===== config.mk =====
export PLATFORM = sky130hd
export DESIGN_NAME = zero_pad_stream
export DESIGN_NICKNAME = d
export VERILOG_FILES = /design/src/rtl/alexnet_pkg.sv /design/src/rtl/pad_pos_counter.sv /design/src/rtl/zero_pad_stream.sv
export SDC_FILE = /design/constraint.sdc
export NUM_CORES = 1
export LEC_CHECK = 0
export CORE_ASPECT_RATIO = 0.75
export CORE_MARGIN = 1.5
export CORE_UTILIZATION = 55
export DETAILED_ROUTE_END_ITERATION = 12
export GPL_TIMING_DRIVEN = 0
export PLACE_DENSITY = 0.9
export RECOVER_POWER = 100
export SLEW_MARGIN = 0
export SYNTH_ARGS = -nofsm -noshare
export SYNTH_HDL_FRONTEND = slang
export SYNTH_HIERARCHICAL = 1
export SYNTH_SLANG_ARGS = --single-unit

===== constraint.sdc =====
create_clock -name clk -period 4.6 [get_ports clk]
set_input_delay 0.46 -clock clk [delete_from_list [all_inputs] [get_ports clk]]
set_output_delay 0.46 -clock clk [all_outputs]
set_load 0.05 [all_outputs]

===== src/rtl/alexnet_pkg.sv =====
// Shared AlexNet streaming definitions.
// Counter/data width defaults and padded-dimension helper.
package alexnet_pkg;

  localparam int CNT_W_DEF  = 8;
  localparam int DATA_W_DEF = 8;

  function automatic int padded_dim(
    input int dim,
    input int pad
  );
    return dim + 2 * pad;
  endfunction

endpackage


===== src/rtl/pad_pos_counter.sv =====
// Raster col/row position counter.
// Advances on en, wraps at PW x PH.
module pad_pos_counter
  import alexnet_pkg::*;
#(
  parameter int PW    = 5,
  parameter int PH    = 5,
  parameter int CNT_W = CNT_W_DEF
) (
  input  logic             clk,
  input  logic             reset,
  input  logic             en,
  output logic [CNT_W-1:0] col,
  output logic [CNT_W-1:0] row,
  output logic             last_pos
);

  localparam logic [CNT_W-1:0] COL_MAX = CNT_W'(PW - 1);
  localparam logic [CNT_W-1:0] ROW_MAX = CNT_W'(PH - 1);
  localparam logic [CNT_W-1:0] ONE     = CNT_W'(1);

  logic col_wrap;
  logic row_wrap;

  assign col_wrap = (col == COL_MAX);
  assign row_wrap = (row == ROW_MAX);
  assign last_pos = col_wrap && row_wrap;

  always_ff @(posedge clk or negedge reset) begin
    if (!reset) begin
      col <= '0;
      row <= '0;
    end else if (en) begin
      col <= col_wrap ? '0 : col + ONE;
      if (col_wrap) begin
        row <= row_wrap ? '0 : row + ONE;
      end
    end
  end

endmodule


===== src/rtl/zero_pad_stream.sv =====
// Streaming zero-padder: WIDTH x HEIGHT raster in,
// (WIDTH+2*PAD) x (HEIGHT+2*PAD) raster out.
module zero_pad_stream
  import alexnet_pkg::*;
#(
  parameter int WIDTH  = 3,
  parameter int HEIGHT = 3,
  parameter int PAD    = 1,
  parameter int DATA_W = DATA_W_DEF,
  parameter int CNT_W  = CNT_W_DEF
) (
  input  logic              clk,
  input  logic              reset,
  input  logic              in_valid,
  input  logic [DATA_W-1:0] in_data,
  output logic              in_ready,
  output logic              out_valid,
  output logic [DATA_W-1:0] out_data,
  input  logic              out_ready,
  output logic              out_last,
  output logic              done
);

  localparam int PW = padded_dim(WIDTH, PAD);
  localparam int PH = padded_dim(HEIGHT, PAD);

  localparam logic [CNT_W-1:0] LO     = CNT_W'(PAD);
  localparam logic [CNT_W-1:0] COL_HI = CNT_W'(PAD + WIDTH);
  localparam logic [CNT_W-1:0] ROW_HI = CNT_W'(PAD + HEIGHT);

  logic [CNT_W-1:0] col;
  logic [CNT_W-1:0] row;
  logic             last_pos;
  logic             interior;
  logic             load;
  logic             step;

  pad_pos_counter #(
    .PW    (PW),
    .PH    (PH),
    .CNT_W (CNT_W)
  ) u_cnt (
    .clk      (clk),
    .reset    (reset),
    .en       (step),
    .col      (col),
    .row      (row),
    .last_pos (last_pos)
  );

  // Without padding every position is interior.
  generate
    if (PAD == 0) begin : g_nopad
      logic unused_pos;
      assign unused_pos = ^{col, row};
      assign interior   = 1'b1;
    end else begin : g_pad
      assign interior = (col >= LO) && (col < COL_HI)
                     && (row >= LO) && (row < ROW_HI);
    end
  endgenerate

  assign load     = !out_valid || out_ready;
  assign in_ready = interior && load;
  assign step     = load && (!interior || in_valid);

  always_ff @(posedge clk or negedge reset) begin
    if (!reset) begin
      out_valid <= 1'b0;
      out_data  <= '0;
      out_last  <= 1'b0;
      done      <= 1'b0;
    end else begin
      done <= out_valid && out_ready && out_last;
      if (step) begin
        out_valid <= 1'b1;
        out_data  <= interior ? in_data : '0;
        out_last  <= last_pos;
      end else if (load) begin
        // Interior cell with no input yet: bubble.
        out_valid <= 1'b0;
      end
    end
  end

endmodule


Yosys cells after proc, flatten, opt, wreduce, memory -nomap -nowiden
Cells that the tools add are included.
- register bits after elaboration: 27
- output and inout bits: 12
- add/sub/neg operators: 2
- magnitude comparators: 4
- equality and inequality tests: 2
- multiplexer cells: 5
- reduce and logical (&&, ||, !) cells: 14
- operator list (operator ; count):
    $mux W8 ; 3
    $add A8 B1 Y8 const B ; 2
    $eq A8 B3 Y1 const B ; 2
    $ge A8 B1 Y1 const B ; 2
    $lt A8 B3 Y1 const B ; 2
    $logic_and A1 B1 Y1 ; 8
    $logic_not A1 Y1 ; 2
    $logic_or A1 B1 Y1 ; 2
    $mux W1 ; 2
    $reduce_and A2 Y1 ; 1
    $reduce_bool A2 Y1 ; 1

Logic depth before layout (Yosys ltp)
Gate-level depths: netlist of run 1.
- word-level depth: 8
- mapped depth: 9
- gate-level depth less buffers: 8

Cells and area by module
The synthesis of run 1 kept the hierarchy.
- by module, submodules not included (module ; times used ; cells each ; area each (um^2) ; seq. area each (um^2)):
    pad_pos_counter ; 1 ; 90 ; 865.8 ; 400.4
    zero_pad_stream ; 1 ; 36 ; 511.7 ; 275.3

Least setup slack after synthesis of run 1
Ideal clock, no wire load.
- kind: register to output
- start point: register u_cnt.col[6]
- end point: output port in_ready
- arrival: 1.546 ns
- data required time: 4.140 ns
- slack: 2.594 ns
- cell stages (with the launch flop): 4
- buffers on the path: 0
- path through: dfrtp_1 -> nor4_4 -> nand3_1 -> nor2_1
- word-level cells in the longest chain between the ends: 5
- elaborated cells between the ends (all ways): 6
- those cells by class: order compare: 2; reduce/logical: 4
- RTL lines (what ; line ; RTL):
    start, declared ; pad_pos_counter.sv:13 ; output logic [CNT_W-1:0] col,
    start signal, assigned ; pad_pos_counter.sv:34 ; col <= col_wrap ? '0 : col + ONE;
    $ge A8 B1 Y1 / $lt A8 B3 Y1 (equally long branches) ; zero_pad_stream.sv:58 ; assign interior = (col >= LO) && (col < COL_HI)
    $logic_and A1 B1 Y1 (*) ; zero_pad_stream.sv:58 ;
    $logic_and A1 B1 Y1 (*) (2 in series) ; zero_pad_stream.sv:59 ; && (row >= LO) && (row < ROW_HI);
    $logic_and A1 B1 Y1 (*) ; zero_pad_stream.sv:64 ; assign in_ready = interior && load;
    end, declared ; zero_pad_stream.sv:16 ; output logic in_ready,
Mark *: on every way between the ends. The rest lies on a longest branch, timed or not.

Worst setup path in the final report of run 1
- start point: register u_cnt.col[6]
- end point: register u_cnt.row[3]
- word-level cells in the longest chain between the ends: 8
- elaborated cells between the ends (all ways): 10
- those cells by class: order compare: 2; eq/ne: 1; reduce/logical: 7
- RTL lines (what ; line ; RTL):
    $ge A8 B1 Y1 / $lt A8 B3 Y1 (equally long branches) ; zero_pad_stream.sv:58 ;
    $logic_and A1 B1 Y1 (*) ; zero_pad_stream.sv:58 ;
    $logic_and A1 B1 Y1 (*) (2 in series) ; zero_pad_stream.sv:59 ;
    $logic_not A1 Y1 (*) ; zero_pad_stream.sv:65 ; assign step = load && (!interior || in_valid);
    $logic_or A1 B1 Y1 (*) ; zero_pad_stream.sv:65 ;
    $logic_and A1 B1 Y1 (*) ; zero_pad_stream.sv:65 ;
    via step ; zero_pad_stream.sv:36 ; logic step;
    $reduce_and A2 Y1 (no line) (*) ; -- ;
    end signal, assigned ; pad_pos_counter.sv:36 ; row <= row_wrap ? '0 : row + ONE;
    end, declared ; pad_pos_counter.sv:14 ; output logic [CNT_W-1:0] row,
The timed path passes the listed nets; every way through them passes the cells marked *.
A chain may end at the register's enable or synchronous reset.

==> impl_metrics.json, run 1 <==
{
  "final.setup.tns_ns": 0,
  "clock_latency_ns": 0.32,
  "wl_per_cell_um": 15.1,
  "grt_pass1_vias": 978,
  "post_cts_resized": 0,
  "synth_edf_count": 0,
  "dieArea_um2": 2820,
  "fmax_mhz": 304,
  "drc": 0,
  "power_density_nw_per_um2": 363,
  "cts_buffer_depth": 2,
  "fp-row-count": 15,
  "dieWidth_um": 60.8,
  "final_area_um2": 1650,
  "yosys.area.top_type": "dfrtp_1",
  "syn_to_final_growth_pct": 19.5,
  "min_path_type": "flip-flop to flip-flop",
  "synth_xor_xnor_area_share_pct": 3.81,
  "cp_common_cell": "clkbuf_1",
  "ys.flop_type": "dfrtp_1",
  "slowest_delay_ns": 0.92,
  "status": "completed",
  "drv_cap": 0,
  "timing.hold.ws_ns": 0.510,
  "dpl-instance-area_um2": 1650,
  "io_pins": 24,
  "ys_ff_latch": 27,
  "antenna_cells": 0,
  "finalSetupViolCount": 0,
  "rsz0062_at_grt": "false",
  "firstDrtPassIters": 4,
  "synth_fa_ha_area_share_pct": 3.63,
  "ir_worst_vdd_v": 0.000298,
  "synth_top_area_share_pct": 49.0,
  "cts_setup_buffers": 0,
  "asyncSetResetFlopFracSynth_pct": 100,
  "routed_via_density": 5.66,
  "synth_cell_types": 34,
  "worst_pin_slew_ns": 1.21,
  "synth_compound_area_share_pct": 13.3,
  "cts_tree": "built",
  "fin_util_pct": 70.8,
  "grt_usage_pct": 22.2,
  "cp_max_fo": 10,
  "die_h_um": 46.3,
  "grt_antenna_before_repair": 0,
  "synthTopCellsByCount": "dfrtp_1 (27), nand3_1 (10), inv_1 (9), nand2_1 (9), a22o_1 (8)",
  "cpMaxStageDelayCell": "o21ai_0",
  "vias": 1058,
  "synthesis.area_um2": 1380,
  "setup_ws_ns": 1.31,
  "fin_worst_skew_ns": 0.00688,
  "cts_hold_buf": 0,
  "finalCritPeriodShare_pct": 71.5,
  "clock_sinks": 27,
  "worstPathCellList": "nor4_1, nand3_2, o21ai_0, inv_1, clkbuf_1, nand4_2, clkbuf_1, o21ai_1, o31ai_1",
  "clk_pin_slew_worst_paths_ns": 0.14,
  "synthTopCellsByArea": "dfrtp_1 (49%), a22o_1 (5.1%), nor4_4 (4.6%)",
  "nNetsFinal": 170,
  "start_kind": "flip-flop",
  "grt_max_degree": 28,
  "root_buffer": "clkbuf_4",
  "slew-limit-headroom_pct": 19.1,
  "ys_warn_count": 6,
  "path_class": "flip-flop to flip-flop",
  "coreArea_um2": 2330,
  "routed_wirelength_mm": 2.82,
  "grt_pass1_wl_mm": 4.49,
  "synthMuxAreaShare_pct": 1.82,
  "syn_area_per_cell_um2": 10.9,
  "hold_violations": 0,
  "place_congestion": 0.833,
  "grt_overflow": 0,
  "worstSetupEndpointType": "flip-flop",
  "port_buffers": 23,
  "synthesis.nets": 142,
  "dp_hpwl_mm": 2.18,
  "initial_core_util_pct": 59.2,
  "ant_nets": 0,
  "final-max-slew-violation-count": 0,
  "drive_above_1_share_pct": 6.54,
  "cts_made_buffers": 3,
  "drt-initial-drc-count": 66,
  "post-place-ws_ns": 2.01,
  "cts_max_level": 1,
  "ys_seq_area_share_pct": 49.0,
  "required_ns": 4.84,
  "synth_simple_gate_area_share_pct": 25.3,
  "worstPathArrival_ns": 3.52,
  "min_period_ns": 3.29,
  "synth_top_family_by_area": "simple AND/OR/NAND/NOR gates",
  "fillers": 185,
  "p_leak_nw": 0.751,
  "synthMostInstantiatedCell": "dfrtp_1",
  "synth_cells": 126
}
-- per-layer routing --
| layer | GRT usage (%) | wire (um) | vias to the layer above |
|---|---|---|---|
| li1 | - | - | 517 |
| met1 | 30.4 | 1320 | 505 |
| met2 | 35.1 | 1330 | 32 |
| met3 | 6.46 | 146 | 4 |
| met4 | 4.78 | 19 | 0 |
| met5 | 0 | 0 | - |
-- final timing paths --
path	start	endpoint	slack (ns)	cells past startpoint
setup / recovery	u_cnt/col[6]	u_cnt/row[3]	1.31	9
hold / removal	out_data[5]	out_data[5]	0.51	1
setup reg to reg	u_cnt/col[6]	u_cnt/row[3]	1.31	9
max in group asynchronous	reset	u_cnt/col[7]	3.06	1
hold reg to reg	out_data[5]	out_data[5]	0.51	1
min in group asynchronous	reset	u_cnt/row[2]	0.82	1
-- power breakdown --
part,internal (mW),switching (mW)
Clock,0.0339,0.0659
Combinational,0.0808,0.0855
Sequential,0.270,0.0615
-- per-stage QoR --
stage / std cells / total power, mW
CTS: 187 / 0.607
finish: 187 / 0.597
global placement: 183 / 0.496
floorplan: 126 / 0.454
global route: 187 / 0.643
detailed placement: 183 / 0.508
-- flip-flops by register name, indices dropped and copies added, names as in the netlist --
| name | flops |
|---|---|
| done | 1 |
| u_cnt/row | 8 |
| out_last | 1 |
| u_cnt/col | 8 |
| out_valid | 1 |
| out_data | 8 |
-- cells by family (layout without fill, tap and decap cells) --
logic type / count (synthesis) / count (layout)
AO/OA/AOI/OAI: 26 / 26
XOR/XNOR: 6 / 6
adder cells (fa/ha/maj): 4 / 4
buffers and inverters: 11 / 38
flip-flops: 27 / 27
multiplexers: 2 / 2
AND/OR/NAND/NOR: 50 / 50
-- layout make-up --
type	instances	area, um2	area share (%)
Buffer	2	7.51	0.456
Clock buffer	4	26.3	1.60
Inverter	9	33.8	2.05
Multi-Input combinational cell	88	631	38.3
Sequential cell	27	676	41.0
Tap cell	34	42.5	2.58
Timing Repair Buffer	23	230	14.0
-- critical path: cells and delay by family (launching register included) --
family          cells  cell delay [ns]
compound gates      3             1.15
simple gates        3             0.90
buf+inv             3             0.68
flops               1             0.47
-- layout by cell type, fill, tap and decap left out, drive strengths merged, types with 2 or more instances in the layout --
cell	count
a21oi	4
a22o	8
and3	4
clkbuf	6
clkdlybuf4s50	9
dfrtp	27
dlygate4sd3	14
ha	4
inv	9
nand2	9
nand2b	4
nand3	11
nand4	6
nor2	7
nor4	3
nor4b	2
o21ai	9
o22ai	2
xnor2	4
xor2	2
No activity file was read; power rests on OpenSTA's default activity.
==> run 2: changes to the inputs <==
--- a/config.mk
+++ b/config.mk
@@ -7,10 +7,10 @@
 export LEC_CHECK = 0
 export CORE_ASPECT_RATIO = 0.75
 export CORE_MARGIN = 1.5
-export CORE_UTILIZATION = 55
+export CORE_UTILIZATION = 51
 export DETAILED_ROUTE_END_ITERATION = 12
 export GPL_TIMING_DRIVEN = 0
-export PLACE_DENSITY = 0.9
+export PLACE_DENSITY = 0.84
 export RECOVER_POWER = 100
 export SLEW_MARGIN = 0
 export SYNTH_ARGS = -nofsm -noshare
==> constraint.sdc (replaced) <==
create_clock -name clk -period 3.31 [get_ports clk]
set_input_delay 0.331 -clock clk [delete_from_list [all_inputs] [get_ports clk]]
set_output_delay 0.331 -clock clk [all_outputs]
set_load 0.05 [all_outputs]
==> impl_metrics.json, run 2 (synthesis gave the netlist of run 1 again) <==
{
  "status": "completed",
  "vias": 1074,
  "slew-limit-headroom_pct": 3.24,
  "comb_power_share_pct": 28.0,
  "r2r-start": "u_cnt/col[3]",
  "min_period_ns": 2.72,
  "rsz0062_at_grt": "false",
  "firstDrtPassIters": 5,
  "root_buffer": "clkbuf_4",
  "p_int_mw": 0.530,
  "fin_util_pct": 64.0,
  "met2_usage_pct": 33.4,
  "fp-row-count": 16,
  "dieWidth_um": 63.0,
  "grt.busiest_layer": "met2",
  "path_class": "flip-flop to output port",
  "cp_top_family": "buffers and inverters",
  "cts_hold_buf": 0,
  "wl_per_cell_um": 15.9,
  "routed_wirelength_mm": 3.01,
  "drc": 0,
  "dpl-instance-area_um2": 1650,
  "grt_overflow": 0,
  "drive_above_1_share_pct": 7.19,
  "timing.rr.end": "u_cnt/row[7]",
  "routed_via_density": 5.68,
  "post_cts_resized": 0,
  "place_congestion": 0.791,
  "grt_pass1_wl_mm": 4.68,
  "met1_usage_pct": 29.0,
  "initial_core_util_pct": 53.3,
  "use_met3_pct": 5.41,
  "ff2ff_path_depth": 9,
  "final_area_um2": 1650,
  "layoutNonFillerInstCount": 189,
  "min_path_type": "input pin to async pin",
  "final_common_cell": "dfrtp_1",
  "grt_antenna_before_repair": 0,
  "antenna_cells": 0,
  "worst_pin_slew_ns": 1.45,
  "port_buffers": 23,
  "die_h_um": 48.0,
  "worstPathArrival_ns": 2.39,
  "ant_nets": 0,
  "clkPwrFrac_pct": 17.2,
  "fillers": 197,
  "dp_hpwl_mm": 2.17,
  "cts_buffer_depth": 2,
  "top_regs": "out_data x8, u_cnt/col x8, u_cnt/row x8",
  "p_leak_nw": 0.742,
  "worstSetupEndpointType": "output port",
  "finalSetupViolCount": 0,
  "finalCritPeriodShare_pct": 82.3,
  "r2r_slack_ns": 0.64,
  "placedCellCount": 185,
  "slowest_delay_ns": 0.80,
  "ir_worst_vdd_v": 0.000308,
  "cts_max_level": 1,
  "grt_usage_pct": 20.8,
  "dieArea_um2": 3030,
  "fmax_mhz": 367,
  "required_ns": 2.98,
  "path_buf_inv": 1,
  "hold_violations": 0,
  "cp_max_fo": 6,
  "final-max-slew-violation-count": 0,
  "coreArea_um2": 2580,
  "drv_cap": 0,
  "syn_to_final_growth_pct": 20.0,
  "worstPathCellList": "nor4_1, nand2_1, nor2_1, clkdlybuf4s50_1",
  "seqPwrFrac_pct": 54.9,
  "cts_made_buffers": 3,
  "cpMaxStageDelayCell": "clkdlybuf4s50_1",
  "final.setup.tns_ns": 0,
  "layout_common_cells": "dfrtp_1 (27), clkdlybuf4s50_1 (11), dlygate4sd3_1 (11)",
  "clock_sinks": 27,
  "power_density_nw_per_um2": 506,
  "grt_pass1_vias": 979,
  "nNetsFinal": 170,
  "p_sw_share_pct": 36.6,
  "cts_tree": "built",
  "io_pins": 24,
  "drt-initial-drc-count": 71,
  "grt_max_degree": 28,
  "clock_latency_ns": 0.33,
  "timing.hold.ws_ns": 0.306,
  "netSwitchingPower_mw": 0.306,
  "fin_worst_skew_ns": 0.0140,
  "clk_pin_slew_worst_paths_ns": 0.15,
  "cts_setup_buffers": 0,
  "start_kind": "flip-flop"
}
## run 2: per-stage QoR
| stage | worst slack, ns | power (mW) |
|---|---|---|
| 2_1_floorplan | 1.31 | 0.631 |
| 3_3_place_gp | 1.00 | 0.692 |
| 3_5_place_dp | 0.944 | 0.706 |
| 4_1_cts | 0.735 | 0.853 |
| 5_1_grt | 0.311 | 0.892 |
| 6_report | 0.586 | 0.836 |
## run 2: layer usage
metal | share of wire [%] | vias up
met5 | 0 | -
met4 | 0.33 | 0
met3 | 5.7 | 2
met2 | 48 | 39
met1 | 46 | 525
li1 | - | 508
## run 2: final cells by class
class | instances | area [um2] | area share, %
Clock buffer | 4 | 26.3 | 1.59
Tap cell | 36 | 45.0 | 2.73
Multi-Input combinational cell | 88 | 641 | 38.8
Buffer | 2 | 7.51 | 0.454
Timing Repair Buffer | 23 | 224 | 13.6
Inverter | 9 | 33.8 | 2.04
Sequential cell | 27 | 676 | 40.9
## run 2: power groups by stage
stage	sequential, mW	combinational, mW	clock [mW]
floorplan	0.447	0.184	0
global placement	0.467	0.225	0
detailed placement	0.468	0.238	0
CTS	0.462	0.241	0.149
global route	0.469	0.259	0.164
finish	0.459	0.234	0.144
## run 2: how the worst max path moves through the flow
stage | slack [ns] | endpoint | cells past startpoint | start
floorplan | 1.31 | u_cnt/row[6] | 9 | u_cnt/col[3]
global placement | 1.00 | in_ready | 5 | out_ready
detailed placement | 0.94 | u_cnt/row[7] | 9 | u_cnt/col[3]
CTS | 0.73 | in_ready | 4 | u_cnt/col[6]
global route | 0.31 | u_cnt/row[3] | 9 | u_cnt/col[3]
finish | 0.59 | in_ready | 4 | u_cnt/col[3]
==> variant: new RTL, config.mk and constraints of run 2 <==
Change the package constant `CNT_W_DEF` from 8 to 6.
--- a/src/rtl/alexnet_pkg.sv
+++ b/src/rtl/alexnet_pkg.sv
@@ -2,7 +2,7 @@
 // Counter/data width defaults and padded-dimension helper.
 package alexnet_pkg;
 
-  localparam int CNT_W_DEF  = 8;
+  localparam int CNT_W_DEF  = 6;
   localparam int DATA_W_DEF = 8;
 
   function automatic int padded_dim(
Behaviour: same outputs for any inputs over 10 cycles, from zero or initial values and one cycle with reset low; that may be too few to reach the edited logic, so the function may still have changed.
==> variant against run 2 <==
- final area shrank 16%
- cell count shrank 23%
- power grew 16%
- sequential cell count shrank 4
- register-to-register slack lost 0.08 ns
- count of clock-buffer cells in the layout is the same
- sequential power grew 1%
- routed wire length shrank 26%
- setup slack lost 0.057 ns
- synthesized area shrank 19%
- critical path type unchanged
- critical endpoint unchanged
- largest power group unchanged
- highest routed layer unchanged
==> variant: results (changes against run 2) <==
Run status
  • Status: finished clean (unchanged)

Clocking
  • Clk Latency, worst-skew pair: 0.31 ns (was 0.33 ns)
  • Clock transition at the registers of the reported paths: 0.12 ns (was 0.15 ns)
  • TritonCTS sink count: 23 (was 27)

Place
  • Post-DP HPWL: 1660 um (was 2170 um)
  • # placed instances: 141 (was 185)
  • Post-Place Setup Slack: 0.732 ns (was 0.944 ns)
  • Final GP Congestion: 0.832 (was 0.791)

Route
  • Initial DRT Pass Iterations: 4 (was 5)
  • Metal3 WL: 79 um (was 172 um)
  • Total number of vias: 826 (was 1074)
  • Drt total wl: 2240 um (was 3010 um)
  • 1st-iter DRT viols: 11 (was 71)
  • Wl on met1: 1070 um (was 1380 um)

Worst setup path
  • CP arrival: 2.45 ns (was 2.39 ns)

Power and ir drop
  • Switching Fraction: 0.422 (was 0.366)
  • Sequential Power Share: 0.479 (was 0.549)
  • VDD IR max: 0.553 mV (was 0.308 mV)
  • Clk pwr: 0.000129 W (was 0.000144 W)
  • Static Leakage: 0.669 nW (was 0.742 nW)
  • Power Density: 701 mW/mm2 (was 506 mW/mm2)

Global route
  • Vias in the first global route: 817 (was 979)
  • First-pass GRT wire length: 3820 um (was 4680 um)
  • GR met3 Demand/Resource: 0.0537 (was 0.0541)
  • Largest net degree at the start of global routing: 24 (was 28)
  • All-Layer GR Usage: 0.207 (was 0.208)

Yosys
  • Synth top area cells: dfrtp_1 52%, a22o_1 6.3%, ha_1 4.5% (was dfrtp_1 49%, a22o_1 5.1%, nor4_4 4.6%)
  • Library cells used by synthesis: 31 (was 34)
  • Sequential area share after synthesis: 0.519 (was 0.490)
  • Synth Area in Compound Gates: 0.142 (was 0.133)
  • Synthesized netlist cell count: 94 (was 126)
  • Adder-Cell Fraction of Synth Area: 0.0451 (was 0.0363)
  • Top cells by count, synth: 23 x dfrtp_1, 8 x a22o_1, 7 x nand2_1, 7 x nor2_1 (was 27 x dfrtp_1, 10 x nand3_1, 9 x inv_1, 9 x nand2_1, 8 x a22o_1)
  • Synth Area in XOR/XNOR: 0.0395 (was 0.0381)
  • Mux cell area share after synthesis: 0.0237 (was 0.0182)
  • Net Count, Synth: 110 (was 142)

Finish
  • Buffer share of cell area: 0.177 (was 0.140)
  • Filler cells: 169 (was 197)
  • Layout Cells excl Fill: 145 (was 189)
  • Count of multi-input gates: 64 (was 88)
  • Sequential cell area: 576 um2 (was 676 um2)
  • Largest regs: out_data (8), u_cnt/col (6), u_cnt/row (6) (was out_data (8), u_cnt/col (8), u_cnt/row (8))

STA
  • Clock skew: 0.00610 ns (was 0.0140 ns)

Floorplan
  • Die width: 56.9 um (was 63.0 um)
variant: cell count changes after synthesis, moves of 3 or more:
cell | run 2 | this run
nand2b_1 | 4 | 1
inv_1 | 9 | 5
dfrtp_1 | 27 | 23
nand3_1 | 10 | 1
variant: critical path: stages (launching register included):
cell           delay, ns
dfrtp_1             0.49
nor4_4              0.28
o221ai_1            0.30
nor2_1              0.19
dlygate4sd3_1       0.88
variant: path summary, 6_finish.rpt:
kind | from | endpoint | slack, ns | cells after the start
max in group asynchronous | reset | u_cnt/row[1] | 2.04 | 1
worst max-delay path | u_cnt/col[3] | in_ready | 0.53 | 4
worst max register to register | u_cnt/col[3] | u_cnt/row[3] | 0.56 | 9
min in group asynchronous | reset | out_data[2] | 0.64 | 1
worst min register to register | out_data[5] | out_data[5] | 0.51 | 1
worst min-delay path | out_data[5] | out_data[5] | 0.51 | 1
